==> src/rtl/ogpu_buffer_reader.sv <==
// rtl/ogpu_buffer_reader.sv - Avalon-MM read initiator streaming ogpu buffer RAM words to the quad-fetch pipeline
module ogpu_buffer_reader #(
    parameter int ADDR_W     = 13,
    parameter int DATA_W     = 64,
    parameter int LEN_W      = 14,
    parameter int FIFO_DEPTH = 4
) (
    input  logic                  clk,
    input  logic                  reset,
    input  logic                  cmd_valid,
    output logic                  cmd_ready,
    input  logic [ADDR_W-1:0]     cmd_addr,
    input  logic [LEN_W-1:0]      cmd_len,
    output logic                  busy,
    output logic [ADDR_W-1:0]     ram_address,
    output logic                  ram_chipselect,
    output logic                  ram_clken,
    output logic                  ram_write,
    output logic [DATA_W/8-1:0]   ram_byteenable,
    output logic [DATA_W-1:0]     ram_writedata,
    input  logic [DATA_W-1:0]     ram_readdata,
    output logic                  out_valid,
    input  logic                  out_ready,
    output logic [DATA_W-1:0]     out_data,
    output logic                  out_last
);

    localparam int PTR_W = $clog2(FIFO_DEPTH);
    localparam logic [PTR_W:0] DEPTH_C = FIFO_DEPTH[PTR_W:0];

    typedef enum logic [1:0] {IDLE, ISSUE, DRAIN} state_t;

    state_t              state, state_next;
    logic [ADDR_W-1:0]   rd_addr;
    logic [LEN_W-1:0]    issue_cnt;
    logic [LEN_W-1:0]    deliver_cnt;
    logic                inflight;
    logic [DATA_W-1:0]   fifo_mem [FIFO_DEPTH];
    logic [PTR_W-1:0]    wr_ptr, rd_ptr;
    logic [PTR_W:0]      fifo_count;
    logic [PTR_W:0]      occupancy;
    logic                has_credit;
    logic                accept, issue, push, pop;

    // A read in flight already owns a FIFO slot, so it counts against credit.
    assign occupancy  = fifo_count + {{PTR_W{1'b0}}, inflight};
    assign has_credit = occupancy < DEPTH_C;

    assign accept = cmd_valid & cmd_ready;
    assign push   = inflight;
    assign pop    = out_valid & out_ready;

    assign out_valid = (fifo_count != '0);
    assign out_data  = out_valid ? fifo_mem[rd_ptr] : '0;
    assign out_last  = out_valid & (deliver_cnt == LEN_W'(1));

    assign ram_address    = rd_addr;
    assign ram_chipselect = issue;
    assign ram_clken      = issue;
    assign ram_write      = 1'b0;
    assign ram_byteenable = '1;
    assign ram_writedata  = '0;

    always_ff @(posedge clk or posedge reset) begin
        if (reset) state <= IDLE;
        else       state <= state_next;
    end

    always_comb begin
        state_next = state;
        case (state)
            IDLE:    if (cmd_valid && cmd_len != '0)              state_next = ISSUE;
            ISSUE:   if (issue && issue_cnt == LEN_W'(1))         state_next = DRAIN;
            DRAIN:   if (pop && deliver_cnt == LEN_W'(1))         state_next = IDLE;
            default:                                              state_next = IDLE;
        endcase
    end

    always_comb begin
        cmd_ready = 1'b0;
        busy      = 1'b0;
        issue     = 1'b0;
        case (state)
            IDLE:    cmd_ready = 1'b1;
            ISSUE: begin
                busy  = 1'b1;
                issue = has_credit;
            end
            DRAIN:   busy = 1'b1;
            default: cmd_ready = 1'b0;
        endcase
    end

    always_ff @(posedge clk or posedge reset) begin
        if (reset) begin
            rd_addr     <= '0;
            issue_cnt   <= '0;
            deliver_cnt <= '0;
            inflight    <= 1'b0;
            wr_ptr      <= '0;
            rd_ptr      <= '0;
            fifo_count  <= '0;
        end else begin
            inflight <= issue;
            if (accept && cmd_len != '0) begin
                rd_addr     <= cmd_addr;
                issue_cnt   <= cmd_len;
                deliver_cnt <= cmd_len;
            end else begin
                if (issue) begin
                    rd_addr   <= rd_addr + ADDR_W'(1);
                    issue_cnt <= issue_cnt - LEN_W'(1);
                end
                if (pop) deliver_cnt <= deliver_cnt - LEN_W'(1);
            end
            if (push) wr_ptr <= wr_ptr + PTR_W'(1);
            if (pop)  rd_ptr <= rd_ptr + PTR_W'(1);
            case ({push, pop})
                2'b10:   fifo_count <= fifo_count + (PTR_W+1)'(1);
                2'b01:   fifo_count <= fifo_count - (PTR_W+1)'(1);
                default: fifo_count <= fifo_count;
            endcase
        end
    end

    // RAM data lands one cycle after its issue; credit guarantees a free slot.
    always_ff @(posedge clk) begin
        if (push) fifo_mem[wr_ptr] <= ram_readdata;
    end

endmodule

==> config.mk <==
export PLATFORM = sky130hd
export DESIGN_NAME = ogpu_buffer_reader
export DESIGN_NICKNAME = d
export VERILOG_FILES = /design/src/rtl/ogpu_buffer_reader.sv
export SDC_FILE = /design/constraint.sdc
export NUM_CORES = 1
export LEC_CHECK = 0
export ABC_AREA = 1
export BUFFER_PORTS_ARGS = -buffer_cell sky130_fd_sc_hd__buf_2
export CAP_MARGIN = 30
export CORE_ASPECT_RATIO = 1.25
export CORE_UTILIZATION = 62
export CTS_BUF_LIST = sky130_fd_sc_hd__clkbuf_8
export DETAILED_ROUTE_END_ITERATION = 6
export PLACE_DENSITY = 0.87
export SLEW_MARGIN = 25
export SYNTH_ARGS = -nofsm -noshare
export SYNTH_HDL_FRONTEND = slang
export SYNTH_SLANG_ARGS = --single-unit
==> constraint.sdc <==
create_clock -name clk -period 4.2 [get_ports clk]
set_input_delay 0.84 -clock clk [delete_from_list [all_inputs] [get_ports clk]]
set_output_delay 0.84 -clock clk [all_outputs]
set_load 0.005 [all_outputs]
Word level (Yosys, flattened, before mapping):

Memories as Yosys holds them, arrays and structs flattened.
Index checks and enable logic that the tools add are counted.

* memories: 1
* flip-flop bits (word level): 51
* input port bits: 95
* logic and storage cells: 59
* RAM bits: 256

Memory list
* fifo_mem: words 4, bits a word 64, read ports 1, clocked after Yosys merged registers in 0, write ports 1, line 38 `logic [DATA_W-1:0] fifo_mem [FIFO_DEPTH];`

* multiplexer cells: 17
* reductions and logical operators: 12
* add/subtract/negate cells: 8
* eq/ne operators: 9
* bitwise logic cells: 3
* $lt $le $gt $ge: 1

Operators by type and width (count)
* 2-to-1 mux 64 bit: 1
* 2-to-1 mux 14 bit: 4
* equality test 14 x 1 -> 1 bit (second input constant): 2
* subtractor 14 x 1 -> 14 bit (second input constant): 2
* 2-to-1 mux 13 bit: 2
* nonzero test 14 bit: 1
* adder 13 x 1 -> 13 bit (second input constant): 1
* 2-to-1 mux 2 bit: 3
* != test 2 bit (second input constant): 3
* one-hot mux 2 bit (3 select lines): 1
* one-hot mux 3 bit (2 select lines): 1
* nonzero test 2 bit: 3
* 2-to-1 mux 1 bit: 5
* adder 2 x 1 -> 2 bit (second input constant): 2
* equality test 2 x 1 -> 1 bit (second input constant): 2
* equality test 2 bit (second input constant): 2
* logical AND 1 bit: 4
* adder 3 x 1 -> 3 bit: 1
* adder 3 x 1 -> 3 bit (second input constant): 1
* AND 1 bit: 3
* less-than comparator 3 bit (second input constant): 1
* AND reduction 3 bit: 1
* nonzero test 3 bit: 1
* subtractor 3 x 1 -> 3 bit (second input constant): 1
* other kinds (2): 2

Depth between registers and ports, before layout:

Gate-level depths: netlist of the first run.

* depth after elaboration: 6
* depth in mapped cells: 10
* depth with buffers taken out: 9

Worst setup path after synthesis of the first run:

Ideal clock, no wire load.

* path type: reg-to-reg
* start point: register wr_ptr[0]
* end point: memory fifo_mem[2][0], enable pin
* cell stages (with the launch flop): 5
* buffers on the path: 0
* period minus slack after synthesis: 2.326 ns
* path slack: 1.874 ns
* required time: 3.782 ns
* arrival: 1.908 ns
* cell sequence: dfrtp_1 > inv_1 > ha_1 > nand2_1 > inv_1

RTL lines
* start: declaration: line 39 `logic [PTR_W-1:0] wr_ptr, rd_ptr;`
* start signal: assignment: line 116 `if (push) wr_ptr <= wr_ptr + PTR_W'(1);`
* end: declaration: line 38

Straight into the memory's write port.

Worst setup path in the final report of the first run:

* start point: register rd_ptr[0]
* end point: output out_data[43]

* longest elaborated chain between the ends: 2

Ends and longest elaborated chain
* start: declaration: line 39
* start signal: assignment: line 117 `if (pop) rd_ptr <= rd_ptr + PTR_W'(1);`
* memory read (4 x 64 bit)
* 2-to-1 mux 64 bit: line 54 `assign out_data = out_valid ? fifo_mem[rd_ptr] : '0;`
* end: declaration: line 24 `output logic [DATA_W-1:0] out_data,`

No other way between the ends.

==> results of run 1 <==
-- worst max-delay path, delay by kind of cell, from the launching register on --
kind	cells	cell delay (ns)
buffers and inverters	2	0.95
AND/OR/NAND/NOR	2	0.33
flip-flops	1	0.69
AO/OA/AOI/OAI	2	0.32
-- Yosys cell counts (all sizes together), types with 13 or more instances --
cell    number  area [µm²]
nor2       315        1180
edfxtp     256        7690
nand2      172         684
o21ai      135         676
buf        116         779
a21oi       67         335
nand3       63         383
inv         56         215
dfrtp       51        1280
xor2        18         158
clkbuf      16        60.1
ha          13         163
xnor2       13         114
-- where the power goes --
group / internal, W / switching (W)
logic: 0.00149 / 0.00266
registers: 0.00395 / 0.000403
clock network: 0.00114 / 0.00110
total: 0.00659 / 0.00417
-- sequential cells by signal (all words and copies together) (netlist names) --
name and cells:
deliver_cnt 14, ram_address 13, inflight 1, rd_ptr 2, fifo_mem 256, wr_ptr 2
state 2, fifo_count 3, issue_cnt 14
-- path summary, 6_finish.rpt --
check,endpoint,start,cells after the start,slack (ns)
max,out_data[43],rd_ptr[0],6,0.48
min,wr_ptr[0],reset,2,0.34
max reg2reg,fifo_mem[1][42],wr_ptr[1],5,2.00
min reg2reg,issue_cnt[1],issue_cnt[1],2,0.49
max in group asynchronous,ram_address[8],reset,3,3.08
min in group clk,issue_cnt[1],issue_cnt[1],2,0.49
-- cell type report --
type                            count  area, µm²
Inverter                           57        221
Antenna cell                        7       17.5
Timing Repair Buffer              192       1020
Tap cell                          279        349
Clock buffer                       49        674
Fill cell                        1510       6210
Multi-Input combinational cell    889       4130
Clock inverter                     33        171
Sequential cell                   307       8970
-- per-layer routing --
metal | wire length (µm) | up-vias
li1 | - | 4650
met1 | 11100 | 4694
met2 | 15600 | 418
met3 | 2500 | 78
met4 | 1020 | 2
met5 | 8 | -
-- kinds of logic after synthesis --
family          share of synthesized area (%)
flops                                    64.5
xor+xnor                                 1.96
fa+ha+maj                                1.32
simple gates                             16.8
buf+inv                                  7.63
other cells                            0.0541
compound gates                           7.74
-- stage by stage --
stage          cell area [µm²]  power (W)  worst slack (ns)
2_1_floorplan            14200    0.00712              1.87
3_3_place_gp             14700    0.00834              1.17
3_5_place_dp             14700    0.00851              1.14
4_1_cts                  15500     0.0108             0.506
5_1_grt                  15500     0.0115             0.333
6_report                 15600     0.0108             0.480
==> metrics.cfg, run 1 <==
[run_status]
status = finished clean

[min_path]
hold_path.class = input port to asynchronous set/reset pin

[route]
wire_per_inst_um = 16.7
avgViaCountPerCell = 5.43
drc_errors = 0
drt-total-wl_mm = 30.3
firstDrtPassIters = 5
detail_route.iter0.violations = 809
route.vias.total = 9842
ant_nets = 0

[setup_path]
critPathLaunchType = flip-flop
cp_max_fo = 94
critical-path-max-stage-delay_ns = 0.81
cp.arrival_ns = 2.88
end_kind = output port
path_class = flip-flop to output port
required_ns = 3.36
cp_common_cell = nor2_1
slowest_stage = buf_4
cp_cell_sequence = buf_4, nor2_1, nor2_1, o21ai_0, a21oi_1, buf_2

[timing]
skew_ns = 0.0210
hold_viol = 0
grt_setup_unrepaired = false
slew_headroom_pct = 35.6
setup_viol_count_final = 0
holdWs_ns = 0.339
tightest_slew_ns = 0.966
final.setup.tns_ns = 0
post-route-period-util_pct = 88.6
drv_slew = 0
max_freq_ghz = 0.269
fin_crit_ns = 3.72

[place]
numPortBuffers = 177
dp_hpwl_mm = 19.4
gp_congestion = 0.947
dp.cells = 1724

[global_routing]
grt_pass1_wl_mm = 47.7
grt_pass1_vias = 9792
met1_usage_pct = 31.1
antenna_found_initial = 6
grt_overflow = 0
busiest_layer = met2
use_met3_pct = 5.82
track_usage_pct = 26.9
grt_max_degree = 95
grt_use_met2_pct = 47.5

[clock_tree]
cts_buffer_depth = 3
clk_pin_slew_ns = 0.07
cts_buffers = 45
ctsResizeCount = 0
ctsHtreeMaxLevel = 2
postCtsSetupBuffers = 0
cts_root_buf = clkbuf_8
hold_buffers = 0
cts_tree = built
clock-sinks = 307
clock_latency_ns = 0.56

[layout]
areaGrowthSynthToFinish_pct = 12.0
drive_above_1_share_pct = 18.7
final_cell_mix = 314 x nor2_1, 256 x edfxtp_1, 177 x buf_2
nets = 1601
fin_util_pct = 71.5
layout.cells.non_filler = 1813
final_common_cell = nor2_1

[floorplanning]
start_util_pct = 63.8
coreArea_um2 = 21800
die_y_um = 169
rows = 60
ios = 251
die_x_um = 136
die-area_um2 = 23000

[power]
power_density_nw_per_um2 = 691
leakage_nw = 6.35
vdd_drop_max_v = 0.000490

[yosys]
yosysSeqAreaShare_pct = 64.5
ys_ff_latch = 307
ys_warn_count = 0
ys_types = 36
synth-edff-count = 256
ys_async_sr_fraction_pct = 16.6
synthFlopType = edfxtp_1
syn_inst = 1314
avgSynthCellArea_um2 = 10.6
syn_area_um2 = 13900

[flow_run]
cap_violations = 0

Power figures use the tool's default switching activity.
==> run 2: changes to the inputs <==
--- a/config.mk
+++ b/config.mk
@@ -9,10 +9,12 @@
 export BUFFER_PORTS_ARGS = -buffer_cell sky130_fd_sc_hd__buf_2
 export CAP_MARGIN = 30
 export CORE_ASPECT_RATIO = 1.25
+export CORE_MARGIN = 2
 export CORE_UTILIZATION = 62
 export CTS_BUF_LIST = sky130_fd_sc_hd__clkbuf_8
 export DETAILED_ROUTE_END_ITERATION = 6
-export PLACE_DENSITY = 0.87
+export PLACE_DENSITY_LB_ADDON = 0.3
+export SETUP_SLACK_MARGIN = 0.02
 export SLEW_MARGIN = 25
 export SYNTH_ARGS = -nofsm -noshare
 export SYNTH_HDL_FRONTEND = slang
==> metrics.cfg, run 2 (synthesized netlist as in run 1, its figures left out) <==
[timing]
post-route-period-util_pct = 76.5  ; was 88.6%
max_freq_ghz = 0.311  ; was 0.269 GHz
slew_headroom_pct = 44.9  ; was 35.6%
setup_viol_count_final = 0  ; unchanged
final.setup.tns_ns = 0  ; unchanged
drv_slew = 0  ; unchanged
grt_setup_unrepaired = false  ; unchanged
hold_viol = 0  ; unchanged
fin_crit_ns = 3.21  ; was 3.72 ns
tightest_slew_ns = 0.826  ; was 0.966 ns
skew_ns = 0.0239  ; was 0.0210 ns

[clock_tree]
cts_root_buf = clkbuf_8  ; unchanged
ctsResizeCount = 0  ; unchanged
clock-sinks = 307  ; unchanged
cts_buffer_depth = 3  ; unchanged
cts_buffers = 44  ; was 45
ctsHtreeMaxLevel = 2  ; unchanged
hold_buffers = 0  ; unchanged
cts_tree = built  ; unchanged
clk_pin_slew_ns = 0.06  ; was 0.07 ns
clock_latency_ns = 0.55  ; was 0.56 ns
postCtsSetupBuffers = 0  ; unchanged

[power]
vdd_drop_max_v = 0.000373  ; was 0.000490 V
power_density_nw_per_um2 = 683  ; was 691 nW/µm²
leakage_nw = 6.34  ; was 6.35 nW

[place]
dp.cells = 1729  ; was 1724
gp_congestion = 0.890  ; was 0.947
dp_hpwl_mm = 18.6  ; was 19.4 mm
numPortBuffers = 177  ; unchanged

[floorplanning]
rows = 61  ; was 60
ios = 251  ; unchanged
die_x_um = 138  ; was 136 µm
die_y_um = 171  ; was 169 µm
start_util_pct = 62.7  ; was 63.8%
die-area_um2 = 23600  ; was 23000 µm²
coreArea_um2 = 22100  ; was 21800 µm²

[route]
detail_route.iter0.violations = 637  ; was 809
ant_nets = 0  ; unchanged
route.vias.total = 9630  ; was 9842
avgViaCountPerCell = 5.29  ; was 5.43
firstDrtPassIters = 5  ; unchanged
wire_per_inst_um = 15.9  ; was 16.7 µm
drc_errors = 0  ; unchanged
drt-total-wl_mm = 29.0  ; was 30.3 mm

[setup_path]
required_ns = 3.36  ; about the same
path_class = flip-flop to output port  ; unchanged
cp_max_fo = 37  ; was 94
cp_cell_sequence = nor2_1, nand2_1, inv_2, buf_12, a21oi_1, buf_2  ; was buf_4, nor2_1, nor2_1, o21ai_0, a21oi_1, buf_2
cp_num_buf_inv = 3  ; was 2
cp_top_family = buffers and inverters  ; unchanged
slowest_stage = inv_2  ; was buf_4
critical-path-max-stage-delay_ns = 0.49  ; was 0.81 ns
end_kind = output port  ; unchanged
cp.arrival_ns = 2.37  ; was 2.88 ns
critPathLaunchType = flip-flop  ; unchanged

[global_routing]
grt_pass1_wl_mm = 44.4  ; was 47.7 mm
track_usage_pct = 24.3  ; was 26.9%
grt_overflow = 0  ; unchanged
grt_max_degree = 66  ; was 95
grt_pass1_vias = 9063  ; was 9792
antenna_found_initial = 4  ; was 6

[layout]
final_common_cell = nor2_1  ; unchanged
reg_top3 = fifo_mem x256, deliver_cnt x14, issue_cnt x14  ; unchanged
drive_above_1_share_pct = 18.7  ; about the same
largest_reg_flops = 256  ; unchanged
final_cell_mix = 314 x nor2_1, 256 x edfxtp_1, 177 x buf_2  ; unchanged
top_register = fifo_mem  ; unchanged
areaGrowthSynthToFinish_pct = 12.2  ; was 12.0%
nets = 1602  ; was 1601
nFillCells = 1601  ; was 1510
layout.cells.non_filler = 1821  ; was 1813

[min_path]
hold_path.class = input port to asynchronous set/reset pin  ; unchanged

[flow_run]
cap_violations = 0  ; unchanged

[run_status]
status = finished clean  ; unchanged

-- run 2: per-stage QoR --
stage                     worst slack, ns  util, %  instance area [µm²]  hold slack [ns]  total power [W]
final                               0.988     70.4                15600            0.343           0.0106
after detailed placement             1.53     66.5                14700            0.498          0.00852
after global routing                0.851     70.3                15600            0.361           0.0114
after global placement               1.59     66.5                14700            0.479          0.00841
after CTS                           0.939     70.2                15500            0.332           0.0107
after floorplan                      1.87        -                14200            0.465          0.00712
-- run 2: final timing paths --
kind,startpoint,endpoint,slack (ns),cells after the start
worst min register to register,issue_cnt[1],issue_cnt[1],0.51,2
min in group clk,ram_readdata[38],fifo_mem[1][38],0.50,1
max in group asynchronous,reset,ram_address[0],3.08,3
worst max-delay path,fifo_count[0],out_data[1],0.99,6
worst max register to register,wr_ptr[1],fifo_mem[1][62],2.00,5
worst min-delay path,reset,ram_address[7],0.34,2
-- run 2: worst register-to-register path, delay by kind of cell (launching register included) --
family,cells,cell delay (ns)
buffers and inverters,3,1.20
adder cells (fa/ha/maj),1,0.15
AND/OR/NAND/NOR,1,0.06
flip-flops,1,0.40
-- run 2: final cells by class --
class	count	area [µm²]	area share (%)
multi-input combinational	889	4130	26.5
timing repair buffer	194	1060	6.83
sequential	307	8970	57.6
antenna	9	22.5	0.145
inverter	57	220	1.41
clock buffer	45	619	3.98
tap	283	354	2.27
clock inverter	37	198	1.27
-- run 2: metal layers --
layer | global-route usage, % | share of wire (%) | vias to the layer above
met5 | 0 | 0.052 | -
met2 | 43.0 | 51 | 370
met1 | 28.3 | 38 | 4535
met3 | 5.95 | 8.2 | 59
li1 | - | - | 4664
met4 | 9.58 | 2.8 | 2
-- run 2: power breakdown --
part / switching [W] / internal [W]
logic: 0.00267 / 0.00152
clock network: 0.00109 / 0.00108
registers: 0.000343 / 0.00395
total: 0.00410 / 0.00655
==> run 3: changes to the inputs <==
--- a/config.mk
+++ b/config.mk
@@ -10,7 +10,7 @@
 export CAP_MARGIN = 30
 export CORE_ASPECT_RATIO = 1.25
 export CORE_MARGIN = 2
-export CORE_UTILIZATION = 62
+export CORE_UTILIZATION = 58
 export CTS_BUF_LIST = sky130_fd_sc_hd__clkbuf_8
 export DETAILED_ROUTE_END_ITERATION = 6
 export PLACE_DENSITY_LB_ADDON = 0.3
==> constraint.sdc (replaced) <==
create_clock -name clk -period 3.4 [get_ports clk]
set_input_delay 0.68 -clock clk [delete_from_list [all_inputs] [get_ports clk]]
set_output_delay 0.68 -clock clk [all_outputs]
set_load 0.005 [all_outputs]
==> metrics.cfg, run 3 (synthesized netlist as in run 1, its figures left out) <==
[global_routing]
grt_pass1_vias = 9125  ; was 9063
grt_pass1_wl_mm = 45.9  ; was 44.4 mm
track_usage_pct = 23.3  ; was 24.3%
grt_overflow = 0  ; unchanged
antenna_found_initial = 4  ; unchanged
grt_max_degree = 130  ; was 66

[place]
placed_area_um2 = 14800  ; was 14700 µm²
dp_hpwl_mm = 18.6  ; about the same
numPortBuffers = 177  ; unchanged
gp_congestion = 0.905  ; was 0.890

[route]
drc_errors = 0  ; unchanged
detail_route.iter0.violations = 678  ; was 637
avgViaCountPerCell = 5.30  ; was 5.29
ant_nets = 0  ; unchanged
firstDrtPassIters = 7  ; was 5
wire_per_inst_um = 16.1  ; was 15.9 µm
route.vias.total = 9667  ; was 9630
drt-total-wl_mm = 29.4  ; was 29.0 mm

[timing]
tightest_slew_ns = 0.856  ; was 0.826 ns
holdWs_ns = 0.224  ; was 0.343 ns
slew_headroom_pct = 42.9  ; was 44.9%
grt_setup_unrepaired = false  ; unchanged
final.setup.tns_ns = 0  ; unchanged
fin_crit_ns = 2.97
drv_slew = 0  ; unchanged
post-route-period-util_pct = 87.3
setup_viol_count_final = 0  ; unchanged
max_freq_ghz = 0.337
hold_viol = 0  ; unchanged
skew_ns = 0.0250  ; was 0.0239 ns

[clock_tree]
hold_buffers = 0  ; unchanged
clock-sinks = 307  ; unchanged
postCtsSetupBuffers = 0  ; unchanged
cts_tree = built  ; unchanged
cts_buffers = 45  ; was 44
cts_root_buf = clkbuf_8  ; unchanged
clock_latency_ns = 0.56  ; was 0.55 ns
cts_buffer_depth = 3  ; unchanged
ctsHtreeMaxLevel = 2  ; unchanged
ctsResizeCount = 0  ; unchanged
clk_pin_slew_ns = 0.06  ; about the same

[layout]
reg_top3 = fifo_mem x256, deliver_cnt x14, issue_cnt x14  ; unchanged
drive_above_1_share_pct = 18.5  ; was 18.7%
nets = 1602  ; unchanged
final_cell_area_um2 = 15600  ; about the same
areaGrowthSynthToFinish_pct = 12.5  ; was 12.2%
largest_reg_flops = 256  ; unchanged
final_cell_mix = 314 x nor2_1, 256 x edfxtp_1, 177 x buf_2  ; unchanged
final_common_cell = nor2_1  ; unchanged
top_register = fifo_mem  ; unchanged

[floorplanning]
rows = 63  ; was 61
die_y_um = 177  ; was 171 µm
die_x_um = 142  ; was 138 µm
start_util_pct = 58.7  ; was 62.7%
ios = 251  ; unchanged
coreArea_um2 = 23600  ; was 22100 µm²
die-area_um2 = 25200  ; was 23600 µm²

[setup_path]
required_ns = 2.72  ; was 3.36 ns
path_class = flip-flop to output port  ; unchanged
end_kind = output port  ; unchanged
cp.arrival_ns = 2.29  ; was 2.37 ns
critPathLaunchType = flip-flop  ; unchanged
cp_max_fo = 45  ; was 37

[power]
vdd_drop_max_v = 0.000653  ; was 0.000373 V
power_density_nw_per_um2 = 847  ; was 683 nW/µm²
leakage_nw = 6.38  ; was 6.34 nW

[run_status]
status = finished clean  ; unchanged

[min_path]
hold_path.class = input port to asynchronous set/reset pin  ; unchanged

[flow_run]
cap_violations = 0  ; unchanged

## run 3: cell types whose count changed in the layout (fill, tap and decap cells not counted), sizes merged
cell,change
buf,-1
diode,-5
clkbuf,+2
clkinv,-11
clkinvlp,-1
inv,+9
## run 3: final cells by class
| cell class | count | area, µm² |
|---|---|---|
| flip-flops and latches | 307 | 8970 |
| fillers | 1731 | 8030 |
| multi-input cells | 889 | 4130 |
| repair buffers | 193 | 1100 |
| clock buffers | 47 | 647 |
| well taps | 292 | 365 |
| inverters | 57 | 220 |
| clock inverters | 34 | 179 |
| diodes | 4 | 10.0 |
## run 3: worst paths after layout
check	from	to	slack [ns]	cells after the start
worst max register to register	fifo_count[0]	fifo_count[2]	1.42	8
worst min-delay path	reset	rd_ptr[1]	0.22	2
max in group asynchronous	reset	issue_cnt[12]	2.54	3
worst min register to register	state[0]	state[0]	0.51	2
worst max-delay path	fifo_count[0]	out_data[3]	0.43	6
min in group clk	ram_readdata[39]	fifo_mem[3][39]	0.33	1
## run 3: where the power goes
group	switching (W)	internal (W)	total, W
clock network	0.00133	0.00137	0.00269
registers	0.000420	0.00488	0.00530
logic	0.00334	0.00190	0.00523
## run 3: critical path, stage by stage, from the launching register on
cell	delay, ns
dfrtp_1	0.44
nor2_1	0.25
nand2_1	0.11
inv_2	0.38
buf_12	0.30
a21oi_1	0.10
buf_2	0.14
## run 3: per-layer routing
layer	part of all wire [%]	global-route usage, %
met2	50	40.6
met1	40	29.4
met3	7.5	4.71
met5	0.15	0
met4	2.0	7.22
## run 3: stage by stage
step                      setup WS [ns]  std cells  utilization, %  power (W)
final                             0.431       1823            66.1     0.0132
after global placement             1.00       1737            62.5     0.0105
after detailed placement          0.987       1738            62.5     0.0106
after floorplan                    1.07       1385               -    0.00880
after global routing              0.246       1819            66.0     0.0142
after CTS                         0.376       1819            66.0     0.0133
